`src/rtl/serial_add_pkg.sv`:
```
// Shared definitions for the bit-serial adder sequencer.
package serial_add_pkg;

  // Sequencer states
  typedef enum logic [1:0] {
    IDLE = 2'd0,
    RUN  = 2'd1,
    DONE = 2'd2
  } state_t;

  // Largest operand width the sequencer supports
  localparam int WIDTH_MAX = 64;

endpackage : serial_add_pkg

```
`src/rtl/full_add_1bit.sv`:
```
// Single-bit full adder: the only arithmetic cell of the serial adder.
module full_add_1bit (
  input  logic a,
  input  logic b,
  input  logic cin,
  output logic sum,
  output logic cout
);

  // Sum and carry of one bit position
  assign sum  = a ^ b ^ cin;
  assign cout = (a & b) | (cin & (a ^ b));

endmodule : full_add_1bit

```
`src/rtl/serial_add_ctrl.sv`:
```
// Bit-serial adder sequencer: accepts A, B and carry-in over valid/ready,
// adds one bit pair per cycle (LSB first) through a single full adder, and
// returns the WIDTH-bit sum and carry-out over a second valid/ready handshake.
// Optional macro SERIAL_ADD_SUB_EN adds a sub_in port selecting A-B.
module serial_add_ctrl
  import serial_add_pkg::*;
#(
  parameter int WIDTH = 8
) (
  input  logic             clk,
  input  logic             rst,
  input  logic             in_valid,
  output logic             in_ready,
  input  logic [WIDTH-1:0] a_in,
  input  logic [WIDTH-1:0] b_in,
  input  logic             cin_in,
`ifdef SERIAL_ADD_SUB_EN
  input  logic             sub_in,
`endif
  output logic             out_valid,
  input  logic             out_ready,
  output logic [WIDTH-1:0] sum_out,
  output logic             cout_out,
  output logic             busy
);

  // Bit counter width is derived from WIDTH and is not a user parameter
  localparam int                CNT_W    = $clog2(WIDTH + 1);
  localparam logic [CNT_W-1:0] LAST_BIT = CNT_W'(WIDTH - 1);

  if (WIDTH < 1 || WIDTH > WIDTH_MAX) begin : g_width_check
    $error("serial_add_ctrl: WIDTH out of range 1..64");
  end

  state_t             state;
  logic [WIDTH-1:0]   a_sh;
  logic [WIDTH-1:0]   b_sh;
  logic [WIDTH-1:0]   sum_sh;
  logic [WIDTH-1:0]   sum_next;
  logic [WIDTH-1:0]   b_load;
  logic [CNT_W-1:0]   count;
  logic               carry;
  logic               carry_load;
  logic               fa_sum;
  logic               fa_cout;

  full_add_1bit u_fa (
    .a    (a_sh[0]),
    .b    (b_sh[0]),
    .cin  (carry),
    .sum  (fa_sum),
    .cout (fa_cout)
  );

  // Operand B and initial carry as loaded at accept (inverted B and carry 1 for subtract)
  // NOTE: every always_comb output gets a default first so no path can infer a latch.
  always_comb begin
    b_load     = b_in;
    carry_load = cin_in;
`ifdef SERIAL_ADD_SUB_EN
    if (sub_in) begin
      b_load     = ~b_in;
      carry_load = 1'b1;
    end
`endif
  end

  // Sum register shifted right with the new sum bit entering at the MSB
  always_comb begin
    sum_next            = sum_sh >> 1;
    sum_next[WIDTH-1]   = fa_sum;
  end

  // Sequencer FSM with datapath registers and registered handshake outputs
  // NOTE: state is updated with non-blocking assignments so every register samples pre-edge values.
  always_ff @(posedge clk) begin
    if (rst) begin
      // NOTE: all registers are reset here; the shift registers are small flops, not a memory array.
      state     <= IDLE;
      count     <= '0;
      carry     <= 1'b0;
      a_sh      <= '0;
      b_sh      <= '0;
      sum_sh    <= '0;
      in_ready  <= 1'b1;
      out_valid <= 1'b0;
      busy      <= 1'b0;
      sum_out   <= '0;
      cout_out  <= 1'b0;
    end else begin
      case (state)
        IDLE: begin
          if (in_valid && in_ready) begin
            a_sh     <= a_in;
            b_sh     <= b_load;
            carry    <= carry_load;
            count    <= '0;
            state    <= RUN;
            in_ready <= 1'b0;
            busy     <= 1'b1;
          end
        end
        RUN: begin
          a_sh   <= a_sh >> 1;
          b_sh   <= b_sh >> 1;
          sum_sh <= sum_next;
          carry  <= fa_cout;
          count  <= count + 1'b1;
          if (count == LAST_BIT) begin
            // Final bit: publish the result; carry leaves only through cout_out
            state     <= DONE;
            busy      <= 1'b0;
            out_valid <= 1'b1;
            sum_out   <= sum_next;
            cout_out  <= fa_cout;
          end
        end
        DONE: begin
          if (out_ready) begin
            state     <= IDLE;
            out_valid <= 1'b0;
            in_ready  <= 1'b1;
          end
        end
        default: begin
          state     <= IDLE;
          in_ready  <= 1'b1;
          out_valid <= 1'b0;
          busy      <= 1'b0;
        end
      endcase
    end
  end

endmodule : serial_add_ctrl

```
`config.mk`:
```
export PLATFORM = sky130hd
export DESIGN_NAME = serial_add_ctrl
export DESIGN_NICKNAME = d
export VERILOG_FILES = /design/src/rtl/serial_add_pkg.sv /design/src/rtl/full_add_1bit.sv /design/src/rtl/serial_add_ctrl.sv
export SDC_FILE = /design/constraint.sdc
export NUM_CORES = 1
export LEC_CHECK = 0
export ABC_AREA = 1
export ABC_CLOCK_PERIOD_IN_PS = 1150
export CORE_ASPECT_RATIO = 1.1
export CORE_MARGIN = 5
export CORE_UTILIZATION = 46
export CTS_CLUSTER_SIZE = 12
export DETAILED_ROUTE_END_ITERATION = 16
export GPL_TIMING_DRIVEN = 0
export HOLD_SLACK_MARGIN = 0.12
export PLACE_DENSITY_LB_ADDON = 0.25
export SKIP_CTS_REPAIR_TIMING = 1
export SLEW_MARGIN = 20
export SYNTH_ARGS = -nofsm -noshare
export SYNTH_HDL_FRONTEND = slang
export SYNTH_SLANG_ARGS = --single-unit
export TNS_END_PERCENT = 30
```
`constraint.sdc`:
```
create_clock -name clk -period 1.15 [get_ports clk]
set_clock_uncertainty 0.1 [all_clocks]
set_input_delay 0.1725 -clock clk [delete_from_list [all_inputs] [get_ports clk]]
set_output_delay 0.1725 -clock clk [all_outputs]
set_load 0.01 [all_outputs]
```
==> impl_metrics.csv <==
group,metric,value,unit
detailed_routing,vias,1628,
logic_synthesis,yosys_warnings,0,
die,rows,23,
clocking,clockRootBuffer,"clkbuf_8",
timing,setup_ws,-188,ps
logic_synthesis,synthesis.nets,269,
logic_synthesis,synth_cell_type_count,20,
timing,tns,-3620,ps
critical_path,endpoint_kind,"register",
timing,worst_pin_slew,538,ps
die,ioPinCount,33,
die,die_area,5200,sq um
critical_path,r2r_start,"state[0]",
critical_path,cp_num_buf_inv,2,
critical_path,crit_path_cell_trace,"inv_4 -> nor2_4 -> buf_2 -> nand2_1 -> nand2_1 -> nor2_1 -> nor2_1",
timing,hold_violations,0,
clocking,numClockSinks,42,
die,fp.dieW,69.2,microns
clocking,clkSlewWorstSetupHoldPaths,80,ps
pwr,fin_total_pwr,3.78,mW
critical_path,worstSetupPathType,"register to register",
critical_path,start_kind,"register",
global_route,antenna_found_initial,0,
global_route,track_usage,14.5,%
final_layout,final_cell_area,2520,sq um
critical_path,r2r-end,"b_sh[6]",
detailed_routing,drc,0,
die,coreArea,3680,sq um
critical_path,r2r_setup_slack,-190,ps
detailed_routing,drt_iter0_drc,109,
final_layout,fin_nets,314,
critical_path,critical_path.max_fanout,6,
timing,hold-worst-slack,73.8,ps
pwr,p_leak,1.24,nW
critical_path,arrival,1460,ps
final_layout,drive_above_1_share,19.5,%
clocking,cts_max_level,2,
placement,port_buffers,31,
placement,dpl_cell_area,2190,sq um
timing,max-slew-margin-rel,64.2,%
min_path,whs_path_depth,2,
logic_synthesis,postSynthAreaPerCell,7.21,sq um
timing,fin_crit_sh,116,%
min_path,min_to,"state[0]",
global_route,overflow,0,
timing,rsz0062_at_grt,"true",
pwr,p_per_area,1500,nW/um^2
clocking,worstSkewPairLatency,290,ps
critical_path,critPathSlowestCell,"dfxtp_4",
clocking,clk_path_buf_depth,2,
detailed_routing,vias_per_cell,4.76,
critical_path,path_delay_family,"simple AND/OR/NAND/NOR gates",
die,die_h,75.1,microns
detailed_routing,wirelength,3940,microns
final_layout,final_util,68.4,%
logic_synthesis,yosys_register_bits,42,
global_route,grt_pass1_vias,1401,
pwr,vdd_drop_max,893,uV
detailed_routing,wl_per_cell,11.5,microns
final_layout,nFillCells,326,
die,initial_core_util,48.1,%
global_route,grt_max_degree,14,
final_layout,n_antenna_cell,0,
critical_path,ff2ff_path_depth,7,
outcome,outcome,"finished with violations",
flow_run,drv_cap,0,
min_path,min_from,"rst",
critical_path,crit_required,1270,ps
timing,maxSlewViolCount,0,
timing,fmax,747,MHz
logic_synthesis,netlist_area,1770,sq um
min_path,hp-class,"input port to register",
global_route,grt_pass1_wl,6130,microns
placement,dp_hpwl,2610,microns
critical_path,slowest_delay,420,ps
detailed_routing,postRouteAntennaNets,0,
detailed_routing,drtPass1Iterations,4,
outcome,violations,"setup timing",
placement,gp_congestion,0.777,
clocking,cts_made_buffers,5,
timing,fin_crit,1340,ps
logic_synthesis,syn_inst,246,
logic_synthesis,ys_seq_area_share,47.4,%
final_layout,area_delta_synth_final,42.1,%
clocking,cts_tree,"built",
timing,finalSetupViolCount,40,
==> sequential cells by signal, indices dropped and copies added, names as in the netlist, 2 cells and up <==
name     cells
a_sh         8
b_sh         8
sum_out      8
sum_sh       7
count        4
state        2
==> per-layer routing <==
metal / track usage (%) / share of wire (%) / up-vias
met5: 0 / 0 / -
met4: 5.86 / 0.89 / 0
met3: 3.47 / 4.5 / 4
met2: 25.0 / 48 / 38
met1: 17.8 / 46 / 717
li1: - / - / 869
==> metrics by stage <==
stage	worst slack, ps	std cells
floorplan	-20.0	246
global placement	-337	327
detailed placement	-340	327
global route	-255	342
CTS	-317	335
finish	-188	342
==> report_power, final <==
group | switching (mW) | internal (mW)
Combinational | 0.356 | 0.338
Clock | 0.503 | 0.926
Sequential | 0.0879 | 1.57
Total | 0.946 | 2.84
==> layout make-up <==
type	instances	area (sq um)	area share (%)
Buffer	12	103	4.07
Clock buffer	6	82.6	3.28
Clock inverter	2	60.1	2.38
Inverter	6	27.5	1.09
Multi-Input combinational cell	186	922	36.6
Sequential cell	42	856	34.0
Tap cell	50	62.6	2.48
Timing Repair Buffer	38	405	16.1
==> cells by family after synthesis <==
group	Yosys count	share of synthesized area, %
AO/OA/AOI/OAI	44	12.7
AND/OR/NAND/NOR	140	31.8
flip-flops	42	47.4
adder cells (fa/ha/maj)	2	1.83
buffers and inverters	18	6.21
==> worst max path at each step <==
stage,cells past startpoint,slack (ps),from,to
after global routing,7,-260,state[1],b_sh[6]
after detailed placement,7,-340,in_valid,b_sh[0]
final,7,-190,state[0],b_sh[6]
after floorplan,3,-20,carry,sum_out[7]
after global placement,7,-340,in_valid,b_sh[0]
after CTS,1,-320,in_ready,in_ready
==> placed cells by master (no fill, tap or decap), drive strengths merged <==
cell and instances:
dfxtp 42, clkdlybuf4s50 19, bufinv 2, a21oi 9, nand3 5, fa 1
o21ai 34, inv 6, o211a 1, nor2 72, dlymetal6s2s 12, ha 1
nand2 63, clkbuf 9, buf 16
==> synth_stat cells <==
master	count	area (sq um)
inv_2	5	18.8
o21ai_1	21	105
buf_6	3	33.8
nand3_1	4	20.0
nor2_4	2	22.5
ha_1	1	12.5
inv_1	1	3.75
o21ai_0	13	65.1
nor2_1	67	251
nand2_2	2	12.5
nand2_1	61	229
nand3_2	1	10.0
dfxtp_1	42	841
buf_4	5	37.5
o211a_1	1	10.0
buf_2	1	5.00
a21oi_1	9	45.0
fa_1	1	20.0
clkbuf_1	3	11.3
nor2_2	3	18.8
Note: power is estimated with default switching activity, not from simulation.
